## config.mk

```make
export PLATFORM = sky130hd
export DESIGN_NAME = queue_uart_tx
export DESIGN_NICKNAME = d
export VERILOG_FILES = /design/src/rtl/queue_uart_tx_pkg.sv /design/src/rtl/uart_baud_tick.sv /design/src/rtl/queue_uart_tx.sv
export SDC_FILE = /design/constraint.sdc
export NUM_CORES = 1
export LEC_CHECK = 0
export CAP_MARGIN = 20
export CORE_MARGIN = 5
export CORE_UTILIZATION = 38
export DETAILED_ROUTE_END_ITERATION = 10
export SLEW_MARGIN = 0
export SYNTH_ARGS = -nofsm -noshare
export SYNTH_HDL_FRONTEND = slang
export SYNTH_SLANG_ARGS = --single-unit
export TNS_END_PERCENT = 30
```

## constraint.sdc

```tcl
create_clock -name m_clock -period 2.9 [get_ports m_clock]
set_input_delay 0.87 -clock m_clock [delete_from_list [all_inputs] [get_ports m_clock]]
set_output_delay 0.87 -clock m_clock [all_outputs]
set_load 0.02 [all_outputs]
```

## src/rtl/queue_uart_tx_pkg.sv

```systemverilog
// Shared types and constants for the queue-draining UART transmitter and its baud helper.
package queue_uart_tx_pkg;

  typedef enum logic [2:0] {
    IDLE   = 3'd0,
    START  = 3'd1,
    DATA   = 3'd2,
    PARITY = 3'd3,
    STOP   = 3'd4
  } state_e;

  localparam int unsigned CLK_DIV_DEFAULT = 434;
  localparam logic        IDLE_LEVEL      = 1'b1;

endpackage

```

## src/rtl/uart_baud_tick.sv

```systemverilog
// Bit-period counter: counts 0..CLK_DIV-1 and flags the last cycle of each bit.
module uart_baud_tick
  import queue_uart_tx_pkg::*;
#(
  parameter int unsigned CLK_DIV = CLK_DIV_DEFAULT
) (
  input  logic m_clock,
  input  logic p_reset,
  input  logic clear_i,
  output logic tick_o
);

  localparam logic [15:0] LAST = 16'(CLK_DIV - 1);

  logic [15:0] cnt_q, cnt_d;

  assign tick_o = (cnt_q == LAST);

  always_comb begin
    cnt_d = cnt_q + 16'd1;
    if (clear_i || tick_o) cnt_d = '0;
  end

  always_ff @(posedge m_clock or negedge p_reset) begin
    if (!p_reset) cnt_q <= '0;
    else          cnt_q <= cnt_d;
  end

endmodule

```

## src/rtl/queue_uart_tx.sv

```systemverilog
// Pops bytes from the queue and serialises them LSB first onto txd (8N1).
// Build with PARITY_EN defined for 8E1 frames (even parity bit after the data bits).
module queue_uart_tx
  import queue_uart_tx_pkg::*;
#(
  parameter int unsigned CLK_DIV = CLK_DIV_DEFAULT,
  parameter int unsigned DATA_W  = 8
) (
  input  logic              m_clock,
  input  logic              p_reset,
  input  logic [DATA_W-1:0] q_data,
  input  logic              q_is_empty,
  output logic              q_pop,
  output logic              txd,
  output logic              busy
);

  localparam int unsigned   IW       = (DATA_W > 1) ? $clog2(DATA_W) : 1;
  localparam logic [IW-1:0] LAST_BIT = IW'(DATA_W - 1);

  state_e            state_q, state_d;
  logic [DATA_W-1:0] shift_q, shift_d;
  logic [IW-1:0]     bit_q, bit_d;
  logic              txd_q, txd_d;
  logic              busy_q, busy_d;
  logic              tick;
`ifdef PARITY_EN
  logic              par_q, par_d;
`endif

  uart_baud_tick #(.CLK_DIV(CLK_DIV)) u_baud (
    .m_clock (m_clock),
    .p_reset (p_reset),
    .clear_i (state_q == IDLE),
    .tick_o  (tick)
  );

  // The queue shows its front entry combinationally, so capture happens in the pop cycle.
  assign q_pop = (state_q == IDLE) & ~q_is_empty & p_reset;
  assign txd   = txd_q;
  assign busy  = busy_q;

  always_ff @(posedge m_clock or negedge p_reset) begin
    if (!p_reset) begin
      state_q <= IDLE;
      shift_q <= '0;
      bit_q   <= '0;
      txd_q   <= IDLE_LEVEL;
      busy_q  <= 1'b0;
`ifdef PARITY_EN
      par_q   <= 1'b0;
`endif
    end else begin
      state_q <= state_d;
      shift_q <= shift_d;
      bit_q   <= bit_d;
      txd_q   <= txd_d;
      busy_q  <= busy_d;
`ifdef PARITY_EN
      par_q   <= par_d;
`endif
    end
  end

  always_comb begin
    state_d = state_q;
    shift_d = shift_q;
    bit_d   = bit_q;
`ifdef PARITY_EN
    par_d   = par_q;
`endif
    case (state_q)
      IDLE: if (q_pop) begin
        state_d = START;
        shift_d = q_data;
`ifdef PARITY_EN
        par_d   = ^q_data;
`endif
      end
      START: if (tick) begin
        state_d = DATA;
        bit_d   = '0;
      end
      DATA: if (tick) begin
        shift_d = shift_q >> 1;
        bit_d   = bit_q + IW'(1);
        if (bit_q == LAST_BIT) begin
`ifdef PARITY_EN
          state_d = PARITY;
`else
          state_d = STOP;
`endif
        end
      end
      PARITY:  if (tick) state_d = STOP;
      STOP:    if (tick) state_d = IDLE;
      default: state_d = IDLE;
    endcase
  end

  // txd is registered, so it is derived from the state being entered.
  always_comb begin
    txd_d = IDLE_LEVEL;
    case (state_d)
      START: txd_d = 1'b0;
      DATA:  txd_d = shift_d[0];
`ifdef PARITY_EN
      PARITY: txd_d = par_d;
`endif
      default: txd_d = IDLE_LEVEL;
    endcase
    busy_d = (state_d != IDLE);
  end

`ifndef SYNTHESIS
  always_ff @(posedge m_clock) begin
    assert (CLK_DIV >= 2) else $error("queue_uart_tx: CLK_DIV must be at least 2");
  end
`endif

endmodule

```

# After elaboration in Yosys (flattened, before gate mapping)
# Cells that the tools add are included.
[classes]
addsub = 2
mul = 0
n_div = 0
magnitude_cmp = 0
eq_ne = 11
n_shift = 0
mux = 15
bitwise_logic = 3
n_reduce_logical = 7
[op_table]
columns = ["operator", "n"]
rows = [
  ["$mux 3", 8],
  ["$add 16x1->16 const B", 1],
  ["$eq 16x9->1 const B", 1],
  ["$mux 16", 1],
  ["$mux 8", 2],
  ["$pmux 8 s2", 1],
  ["$pmux 3 s5", 1],
  ["$eq 3x2->1 const B", 3],
  ["$eq 3x1->1 const B", 2],
  ["$eq 3x3->1 const B", 2],
  ["$pmux 3 s2", 1],
  ["$reduce_and 3->1", 2],
  ["$ne 2x1->1 const B", 2],
  ["$reduce_bool 2->1", 2],
  ["$add 3x1->3 const B", 1],
  ["$logic_not 3->1", 1],
  ["$reduce_bool 3->1", 1],
  ["$and 1x1->1", 2],
  ["$ne 2x2->1 const B", 1],
  ["$pmux 1 s2", 1],
  ["$logic_or 1x1->1", 1],
  ["$not 1->1", 1],
]
[totals]
register_bits = 32
latchBits = 0
ram_bits = 0
rom_bits = 0
in_bits = 11
out_inout_bits = 3
word_cells = 45
memories = 0

# Logic depth before layout (Yosys ltp)
# Gate-level depths: netlist (run 1).
[logic_depth]
depth_word = 7
depth_mapped = 7

# Hierarchy
# Synthesis (run 1) repeated with hierarchy kept, for this count alone.
[hier_totals]
hier_cells = 157
hier_area_um2 = 1605.3
[by_module_without_submodules]
columns = ["mod", "n_inst", "cells_per_inst", "area_each_um2"]
rows = [
  ["uart_baud_tick", 1, 83, 819.5],
  ["queue_uart_tx", 1, 74, 785.8],
]

# Worst setup path before layout (run 1)
# Ideal clock, no wire load.
[synth_path]
path_kind = "input -> output"
start = "input q_is_empty"
end = "output q_pop"
arrival_ns = 1.788
required_time_ns = 2.030
setup_slack_ns = 0.242
cell_stages = 3
n_path_buf = 1
path_cell_list = "or3_1 inv_1 clkbuf_1"
[synth_between]
elab_chain_cells = 3
[synth_rtl]
columns = ["element", "line_no", "source"]
rows = [
  ["start: declaration", "queue_uart_tx.sv:12", "input logic q_is_empty,"],
  ["$not 1->1", "queue_uart_tx.sv:39", "assign q_pop = (state_q == IDLE) & ~q_is_empty & p_reset;"],
  ["$and 1x1->1 (2 in a row)", "queue_uart_tx.sv:39", ""],
  ["end: declaration", "queue_uart_tx.sv:13", "output logic q_pop,"],
]
# Every way passes these cells.

# Worst setup path in the final report (run 1)
[layout_path]
start = "input p_reset"
end = "output q_pop"
[layout_between]
elab_chain_cells = 1
[layout_rtl]
columns = ["element", "line_no", "source"]
rows = [
  ["start: declaration", "queue_uart_tx.sv:10", "input logic p_reset,"],
  ["$and 1x1->1", "queue_uart_tx.sv:39", ""],
]
# Every way passes these cells.

==> results.md, run 1 <==
* TritonCTS clock tree: built
* First-pass GRT wire length at 5700 microns
* Register area share after synthesis at 0.497
* CTS clk-pin slew, worst paths at 0.07 ns
* Crit path arrival time at 1.97 ns
* Iteration-0 DRC Markers at 63
* Layout cell share with drive strength beyond 1 at 0.147
* Crit path kind: input pin to output pin
* Diodes inserted at 0
* Crit-path max cell delay at 0.49 ns
* Die height at 75.2 microns
* Most frequent cells in the layout: dfrtp_1 (31), nor2_1 (22), xnor2_1 (13)
* Util after Layout at 0.478
* Max Root-Sink Buffers at 2
* VDD IR max at 0.189 mV
* Max-slew violation count at 0
* CP Launch Type: input pin
* Root Buffer: clkbuf_8
* Htree depth at 2
* PortBufs at 13
* HP Class: register to register
* Num Clock Sinks at 32
* Worst Path Required at 2.03 ns
* CP Cell Sequence: clkdlybuf4s50_1, inv_1, or3_4, inv_2, buf_4
* Transition time of the tightest slew-check pin at 0.539 ns
* Pwr/cell area at 431 mW/mm^2
* Via count at 1,298
* Status: finished clean
* Most common cell after layout, fill and taps aside: dfrtp_1
* Placer Congestion at 0.801
* Core area at 0.00406 sq mm
* Static Leakage at 0.000845 uW
* Vias in the first global route at 1,224
* Tot Pwr at 836 uW
* Top Ports at 14
* Worst rel slew slack at 0.640
* DRT Pass-1 Iters at 4
* Routed WL per cell at 14.7 microns
* Worst Path Max Fanout at 2
* Kind of end point of the critical path: output pin
* Maxcap violations at 0
* RSZ-0062 raised after global routing: false
* Initial Util at 0.398
* Syn Nets at 176
* Fill count at 365
* Nets at 198
* CP max-delay cell: clkdlybuf4s50_1
* Initial antenna violation count at 0
* Pre-CTS setup slack at -0.437 ns
* Post-route ant nets at 0
* Setup ws final at 0.0556 ns
* Area grow syn2layout at 20.1%
* Largest net degree at the start of global routing at 33
* Mean Syn Cell Area at 10.0 sq um
* CTS buffer count at 5
* Die Width at 75.2 microns
* Final Skew at 0.00932 ns
* GRT Total Usage at 0.133
* Setup bufs post-CTS at 0
* Post-synthesis cell type count at 34
* Clock latency at the later pin of the worst-skew pair at 0.29 ns
* Gate count after technology mapping at 161
* Period Utilization, post-route at 0.981
* #FFs+latches synth at 32
* CP delay by family, top: buffers and inverters
* Post-DP HPWL at 2350 microns
* Area of the die at 0.00565 sq mm
* Final setup fails at 0
* FF/Latch Area at 802 sq um
* Area of the multi-input gates at 756 sq um
* Synth Cell Area at 0.00161 sq mm
* Max Freq at 352 MHz
* Tmin final at 2.84 ns
* Final WL at 3440 microns
* Yosys warning total at 0
* Hold Fails Final Rpt at 0
* Via density at 5.55
* Worst Path Buf+Inv at 4
* Grt ovf at 0
* Post-route DRC at 0
* Cell Rows at 23
[worst register-to-register path, delay by kind of cell, from the launching register on]
family	cells	cell delay, ns
AOI/OAI and AO/OA	1	0.27
adders and majority gates	1	0.14
buffers and inverters	1	0.07
DFF	1	0.41
and+or+nand+nor	3	1.54
[per-stage QoR]
step	hold WS, ns	setup TNS (ns)	instance area, sq um	instances
after floorplan	0.470	0	1610	161
after global placement	0.487	-0.417	1840	226
after detailed placement	0.497	-0.437	1840	226
after CTS	0.513	0	1930	234
after global routing	0.524	0	1940	234
final	0.509	0	1940	234
[cells by family (layout without fill, tap and decap cells)]
| kind of cell | Yosys count | after routing | share of synthesized area |
|---|---|---|---|
| xor+xnor | 14 | 14 | 0.0760 |
| compound gates | 27 | 27 | 0.133 |
| fa+ha+maj | 4 | 4 | 0.0310 |
| simple gates | 68 | 68 | 0.225 |
| buf+inv | 16 | 39 | 0.0380 |
| flops | 32 | 32 | 0.497 |
[where the power goes]
group | total (uW) | internal (uW) | leakage [uW] | switching [uW]
clock network | 352 | 189 | 0.0000510 | 163
registers | 453 | 451 | 0.000411 | 2.50
logic | 30.2 | 16.5 | 0.000383 | 13.8
total | 836 | 656 | 0.000845 | 179
[layer usage]
metal / GRT usage / share of wire
met1: 0.172 / 0.46
met2: 0.213 / 0.46
met4: 0.0524 / 0.017
met3: 0.0374 / 0.061
met5: 0 / 0
[worst paths after layout]
path,startpoint,end,cells past startpoint,slack (ns)
max reg2reg,u_baud.cnt_q[1]$_DFF_PN0_,bit_q[2]$_DFFE_PN0P_,6,0.36
min in group asynchronous,p_reset,shift_q[0]$_DFF_PN0_,2,1.03
max,p_reset,q_pop,5,0.06
min,shift_q[6]$_DFFE_PN0P_,shift_q[6]$_DFFE_PN0P_,1,0.51
min reg2reg,shift_q[6]$_DFFE_PN0P_,shift_q[6]$_DFFE_PN0P_,1,0.51
max in group asynchronous,p_reset,txd$_DFF_PN1_,2,1.55
[what timing repair did]
| action | 4_1_cts | 5_1_grt |
|---|---|---|
| hold buffers | 0 | 0 |
| setup endpoints to repair | 1 | 1 |
| resized for setup | 5 | 2 |
| hold endpoints to repair | 0 | 0 |
[flip-flops by register name, summed over array words and instances, names as in the netlist]
signal and count:
u_baud.cnt_q 16, shift_q 8, bit_q 3, busy 1, state_q 3, txd 1
[final cells by class]
cell class,count,share of cell area
Tap cell,50,0.0323
Multi-Input combinational cell,113,0.390
Sequential cell,32,0.414
Clock buffer,6,0.0426
Timing Repair Buffer,21,0.0968
Clock inverter,2,0.00516
Inverter,10,0.0194
[Yosys cell counts]
cell       n  area, sq um
or4_4      2         22.5
a211oi_1   1         7.51
a32oi_1    1         8.76
dfrtp_1   31          776
o311ai_1   3         26.3
buf_2      1         5.00
inv_1     10         37.5
nand3_1   10         50.1
o31ai_1    4         30.0
nand2b_1   1         6.26
a22oi_1    1         7.51
or4_1      1         7.51
o21ai_0    3         15.0
nor4_1     4         25.0
nor3b_1    1         7.51
dfstp_2    1         26.3
o311ai_0   1         8.76
nor2_1    22         82.6
or3b_2     3         26.3
and3_1     5         31.3
ha_1       4         50.1
xnor2_1   13          114
o211ai_1   2         15.0
a31o_2     1         8.76
or3_1      3         18.8
nand4_1    4         25.0
xor2_1     1         8.76
nand2_1    6         22.5
nor3_1     5         25.0
clkbuf_1   5         18.8
a221o_1    6         60.1
a21oi_1    2         10.0
o41ai_1    2         17.5
nor4_2     1         12.5
No activity file was read; power rests on OpenSTA's default activity.
==> run 2, diff against run 1 <==
--- a/config.mk
+++ b/config.mk
@@ -6,8 +6,10 @@
 export NUM_CORES = 1
 export LEC_CHECK = 0
+export ABC_CLOCK_PERIOD_IN_PS = 2900
 export CAP_MARGIN = 20
 export CORE_MARGIN = 5
 export CORE_UTILIZATION = 38
 export DETAILED_ROUTE_END_ITERATION = 10
+export HOLD_SLACK_MARGIN = 0.1
 export SLEW_MARGIN = 0
 export SYNTH_ARGS = -nofsm -noshare
==> constraint.sdc (replaced) <==
create_clock -name m_clock -period 2.9 [get_ports m_clock]
set_input_delay 0.87 -clock m_clock [delete_from_list [all_inputs] [get_ports m_clock]]
set_output_delay 0.87 -clock m_clock [all_outputs]
set_load 0.1 [all_outputs]
==> results.md, run 2 (synthesis results as in run 1) <==
* Status: finished clean
* Layout cell share with drive strength beyond 1 at 0.148
* CTS clk-pin slew, worst paths at 0.07 ns
* Switching portion of total power at 0.207
* Final Skew at 0.0134 ns
* TritonCTS clock tree: built
* Sw Pwr at 179 uW
* Maxcap violations at 0
* Post-DP HPWL at 2420 microns
* Clk pwr share at 0.440
* Most common cell after layout, fill and taps aside: dfrtp_1
* Setup crit start: q_is_empty
* First-pass GRT wire length at 5980 microns
* Hold Fails Final Rpt at 0
* Area of the die at 0.00565 sq mm
* Post-route DRC at 0
* Core area at 0.00406 sq mm
* Initial antenna violation count at 0
* Num Clock Sinks at 32
* GRT Total Usage at 0.139
* Max Root-Sink Buffers at 2
* P_int at 683 uW
* Placer Congestion at 0.805
* Top Registers: u_baud.cnt_q (16), shift_q (8)
* Top reg by flops: u_baud.cnt_q
* Iteration-0 DRC Markers at 110
* Htree depth at 2
* Max Freq at 354 MHz
* Worst hold slack at 0.517 ns
* Crit path kind: input pin to output pin
* Grt ovf at 0
* Top Ports at 14
* Initial Util at 0.398
* R2r endpoint: bit_q[1]$_DFFE_PN0P_
* Max reg flops at 16
* Area grow syn2layout at 20.6%
* Worst reg2reg path depth at 4
* Kind of end point of the critical path: output pin
* Cell Rows at 23
* RSZ-0062 raised after global routing: false
* VDD IR max at 0.192 mV
* Nets at 197
* Final WL at 3490 microns
* Power share of the sequential group at 0.526
* Setup bufs post-CTS at 0
* Max-slew violation count at 0
* Placed insts at 225
* Fin cells at 233
* DRT Pass-1 Iters at 4
* Period Utilization, post-route at 0.975
* Worst Path Max Fanout at 2
* CP Launch Type: input pin
* Worst Path Required at 2.03 ns
* Largest net degree at the start of global routing at 33
* Transition time of the tightest slew-check pin at 0.524 ns
* TNS Setup at 0 ns
* Die Width at 75.2 microns
* Via density at 5.64
* Post-route ant nets at 0
* Diodes inserted at 0
* Most frequent cells in the layout: dfrtp_1 (31), nor2_1 (22), xnor2_1 (13)
* Logic pwr share at 0.034
* Routed WL per cell at 15.0 microns
* Tmin final at 2.83 ns
* Crit path arrival time at 1.96 ns
* Worst R2R Start: u_baud.cnt_q[2]$_DFF_PN0_
* PortBufs at 13
* Root Buffer: clkbuf_8
* Die height at 75.2 microns
* Final setup fails at 0
* Clock latency at the later pin of the worst-skew pair at 0.29 ns
* Util after Layout at 0.480
* Worst rel slew slack at 0.651
* Flop2flop setup slack at 0.61 ns
* Cts hold-fix bufs at 0
* Static Leakage at 0.000845 uW
* Worst setup path endpoint: q_pop
* Pwr/cell area at 443 mW/mm^2
* Via count at 1,315
* CTS buffer count at 5
* Vias in the first global route at 1,296
* HP Class: register to register
run 2: cell types whose count changed in the layout (fill, tap and decap cells not counted), sizes merged:
| cell | before | now |
|---|---|---|
| clkinv | 2 | 0 |
| clkbuf | 6 | 8 |
| clkdlybuf4s50 | 12 | 9 |
| dlygate4sd2 | 0 | 1 |
| buf | 9 | 10 |
run 2: layout make-up:
| cell class | count | area (sq um) |
|---|---|---|
| fillers | 372 | 2110 |
| flip-flops and latches | 32 | 802 |
| multi-input cells | 113 | 756 |
| repair buffers | 20 | 186 |
| clock buffers | 8 | 100 |
| well taps | 50 | 62.6 |
| inverters | 10 | 40.0 |
run 2: worst max-delay path, cell delays in order:
cell	delay, ns
clkdlybuf4s50_1	0.43
or3_4	0.41
inv_4	0.07
buf_12	0.16
run 2: how the worst min path moves through the flow:
stage                                start                endpoint  slack, ns  cells past startpoint
global placement    shift_q[4]$_DFFE_PN0P_  shift_q[4]$_DFFE_PN0P_       0.49                      1
finish              shift_q[3]$_DFFE_PN0P_  shift_q[3]$_DFFE_PN0P_       0.52                      1
detailed placement  shift_q[3]$_DFFE_PN0P_  shift_q[3]$_DFFE_PN0P_       0.49                      1
CTS                 shift_q[6]$_DFFE_PN0P_  shift_q[6]$_DFFE_PN0P_       0.52                      1
floorplan           shift_q[3]$_DFFE_PN0P_  shift_q[3]$_DFFE_PN0P_       0.47                      1
global route        shift_q[3]$_DFFE_PN0P_  shift_q[3]$_DFFE_PN0P_       0.54                      1
run 2: repair_timing:
item,in CTS,in global routing
hold endpoints to repair,0,0
setup endpoints to repair,1,0
gates resized for setup,4,0
run 2: power by group through the flow:
stage | Clock [uW] | Sequential, uW | Combinational [uW]
after CTS | 391 | 453 | 30.6
final | 379 | 453 | 29.5
after global routing | 415 | 453 | 33.4
after floorplan | 0 | 461 | 5.48
after global placement | 0 | 462 | 29.9
after detailed placement | 0 | 462 | 30.6
run 2: per-stage QoR:
step           total power (uW)  instance area (sq um)  setup WS (ns)
6_report                    862                   1950         0.0733
5_1_grt                     902                   1950         0.0289
4_1_cts                     875                   1950         0.0703
3_5_place_dp                492                   1840        -0.0578
3_3_place_gp                491                   1840        -0.0431
2_1_floorplan               466                   1620          0.109
run 2: routing by layer:
metal / up-vias / part of all wire / track usage / wire length, microns
li1: 631 / - / - / -
met1: 630 / 0.45 / 0.173 / 1560
met2: 44 / 0.46 / 0.225 / 1620
met3: 10 / 0.066 / 0.0441 / 230
met4: 0 / 0.022 / 0.0524 / 78
met5: - / 0 / 0 / 0
==> run 3, diff against run 2 <==
HOLD_SLACK_MARGIN = 0.12   (was 0.1)
==> results of run 3 <==
No change in the layout: final DEF, timing and power equal those of run 2.
==> RTL change: new RTL, flow settings as in run 3 <==
Change the parameter `DATA_W` from 8 to 16.
--- a/src/rtl/queue_uart_tx.sv
+++ b/src/rtl/queue_uart_tx.sv
@@ -4,7 +4,7 @@
   import queue_uart_tx_pkg::*;
 #(
   parameter int unsigned CLK_DIV = CLK_DIV_DEFAULT,
-  parameter int unsigned DATA_W  = 8
+  parameter int unsigned DATA_W  = 16
 ) (
   input  logic              m_clock,
   input  logic              p_reset,
Ports: changed (resized q_data); port bits go from 14 to 22. No check against the original RTL was run, so the function may have changed too.
==> RTL change against run 3 <==
- sequential power is 29% higher
- synthesized area increased by 20%
- critical path type unchanged
- sequential cell count grew 9
- cell area rose by 20%
- clock skew down 0.0037 ns
- combinational power increased by 47%
- highest routed layer unchanged
- wire length up 12%
- worst setup slack gained 0.032 ns
- total power grew 14%
- count of clock-buffer cells in the layout is 2 lower
==> RTL change: results (changes against run 3) <==
metric,value,unit,change
grtUsageTotal,0.134,,was 0.139
cp.arrival,1.92,ns,was 1.96 ns
nets,252,,was 197
total_leakage_power,1.11,nW,was 0.845 nW
layout-drive-gt1-share,0.104,,was 0.148
synth_cell_types,37,,was 34
hold_path_depth,2,,was 1
r2r_start,state_q[2],,was u_baud.cnt_q[2]
hp-start,shift_q[2],,was shift_q[3]
worst_pin_slew,0.534,ns,was 0.524 ns
cts_resized,0,,was 4
gp_congestion,0.779,,was 0.805
synthTopCellsByCount,"dfrtp_1, nand2_1, nor2_1, a22oi_1",,"was dfrtp_1, nor2_1, xnor2_1, inv_1, nand3_1"
ir_drop,252,uV,was 192 uV
status,completed,,unchanged
routedLengthMet1,1810,um,was 1560 um
dpl.hpwl,2750,um,was 2420 um
place_inst,293,,was 225
grt_pass1_wl,6750,um,was 5980 um
num_vias,1496,,"was 1,315"
synth_seq_area_share,0.532,,was 0.497
holdPathEnd,shift_q[2],,was shift_q[3]
final_cells,301,,was 233
synth-compound-area-share,0.132,,was 0.133
synth_nets,223,,was 176
reg2regPathDepth,7,,was 4
worstReg2RegEnd,txd,,was bit_q[1]
top_regs,"shift_q (16), u_baud.cnt_q (16), bit_q (4)",,"was u_baud.cnt_q (16), shift_q (8)"
dieWidth,81.3,um,was 75.2 um
skew,0.00963,ns,was 0.0134 ns
swShare,0.215,,was 0.207
RTL change: final cells by class:
| class | instances | area, um2 |
|---|---|---|
| clock buffer | 6 | 72.6 |
| clock inverter | 2 | 10.0 |
| fill | 497 | 2670 |
| inverter | 5 | 23.8 |
| multi-input combinational | 148 | 852 |
| sequential | 41 | 1030 |
| tap | 70 | 87.6 |
| timing repair buffer | 29 | 270 |
RTL change: metrics by stage:
step / area, um2 / hold slack, ns / setup WS [ns]
floorplan: 1930 / 0.446 / 0.154
global placement: 2260 / 0.458 / 0.105
detailed placement: 2260 / 0.467 / 0.102
CTS: 2340 / 0.487 / 0.102
global route: 2340 / 0.517 / 0.0842
finish: 2340 / 0.480 / 0.106
RTL change: how the worst max path moves through the flow:
stage / startpoint / end / slack [ns] / cells past startpoint
CTS: q_is_empty / q_pop / 0.10 / 4
global route: q_is_empty / q_pop / 0.08 / 4
global placement: q_is_empty / q_pop / 0.11 / 4
finish: q_is_empty / q_pop / 0.11 / 4
detailed placement: q_is_empty / q_pop / 0.10 / 4
floorplan: q_is_empty / q_pop / 0.15 / 3
RTL change: critical path, stage by stage:
cell             delay (ns)
clkdlybuf4s50_1        0.40
or3b_4                 0.42
clkinv_4               0.07
buf_12                 0.16
RTL change: power groups by stage:
stage               Clock [W]  Sequential, W  Combinational (W)
floorplan                   0       0.000594         0.00000677
global placement            0       0.000595          0.0000446
detailed placement          0       0.000595          0.0000443
CTS                  0.000372       0.000584          0.0000449
global route         0.000392       0.000585          0.0000491
finish               0.000356       0.000584          0.0000433
RTL change: cell families (layout without fill, tap and decap cells):
| family | Yosys count | count (layout) |
|---|---|---|
| AO/OA/AOI/OAI | 36 | 36 |
| XOR/XNOR | 14 | 14 |
| adder cells (fa/ha/maj) | 3 | 3 |
| buffers and inverters | 12 | 42 |
| flip-flops | 41 | 41 |
| AND/OR/NAND/NOR | 95 | 95 |
RTL change: metal layers:
layer / global-route usage / up-vias
met1: 0.161 / 703
li1: - / 757
met4: 0.0507 / 0
met2: 0.222 / 31
met5: 0 / -
met3: 0.0421 / 5
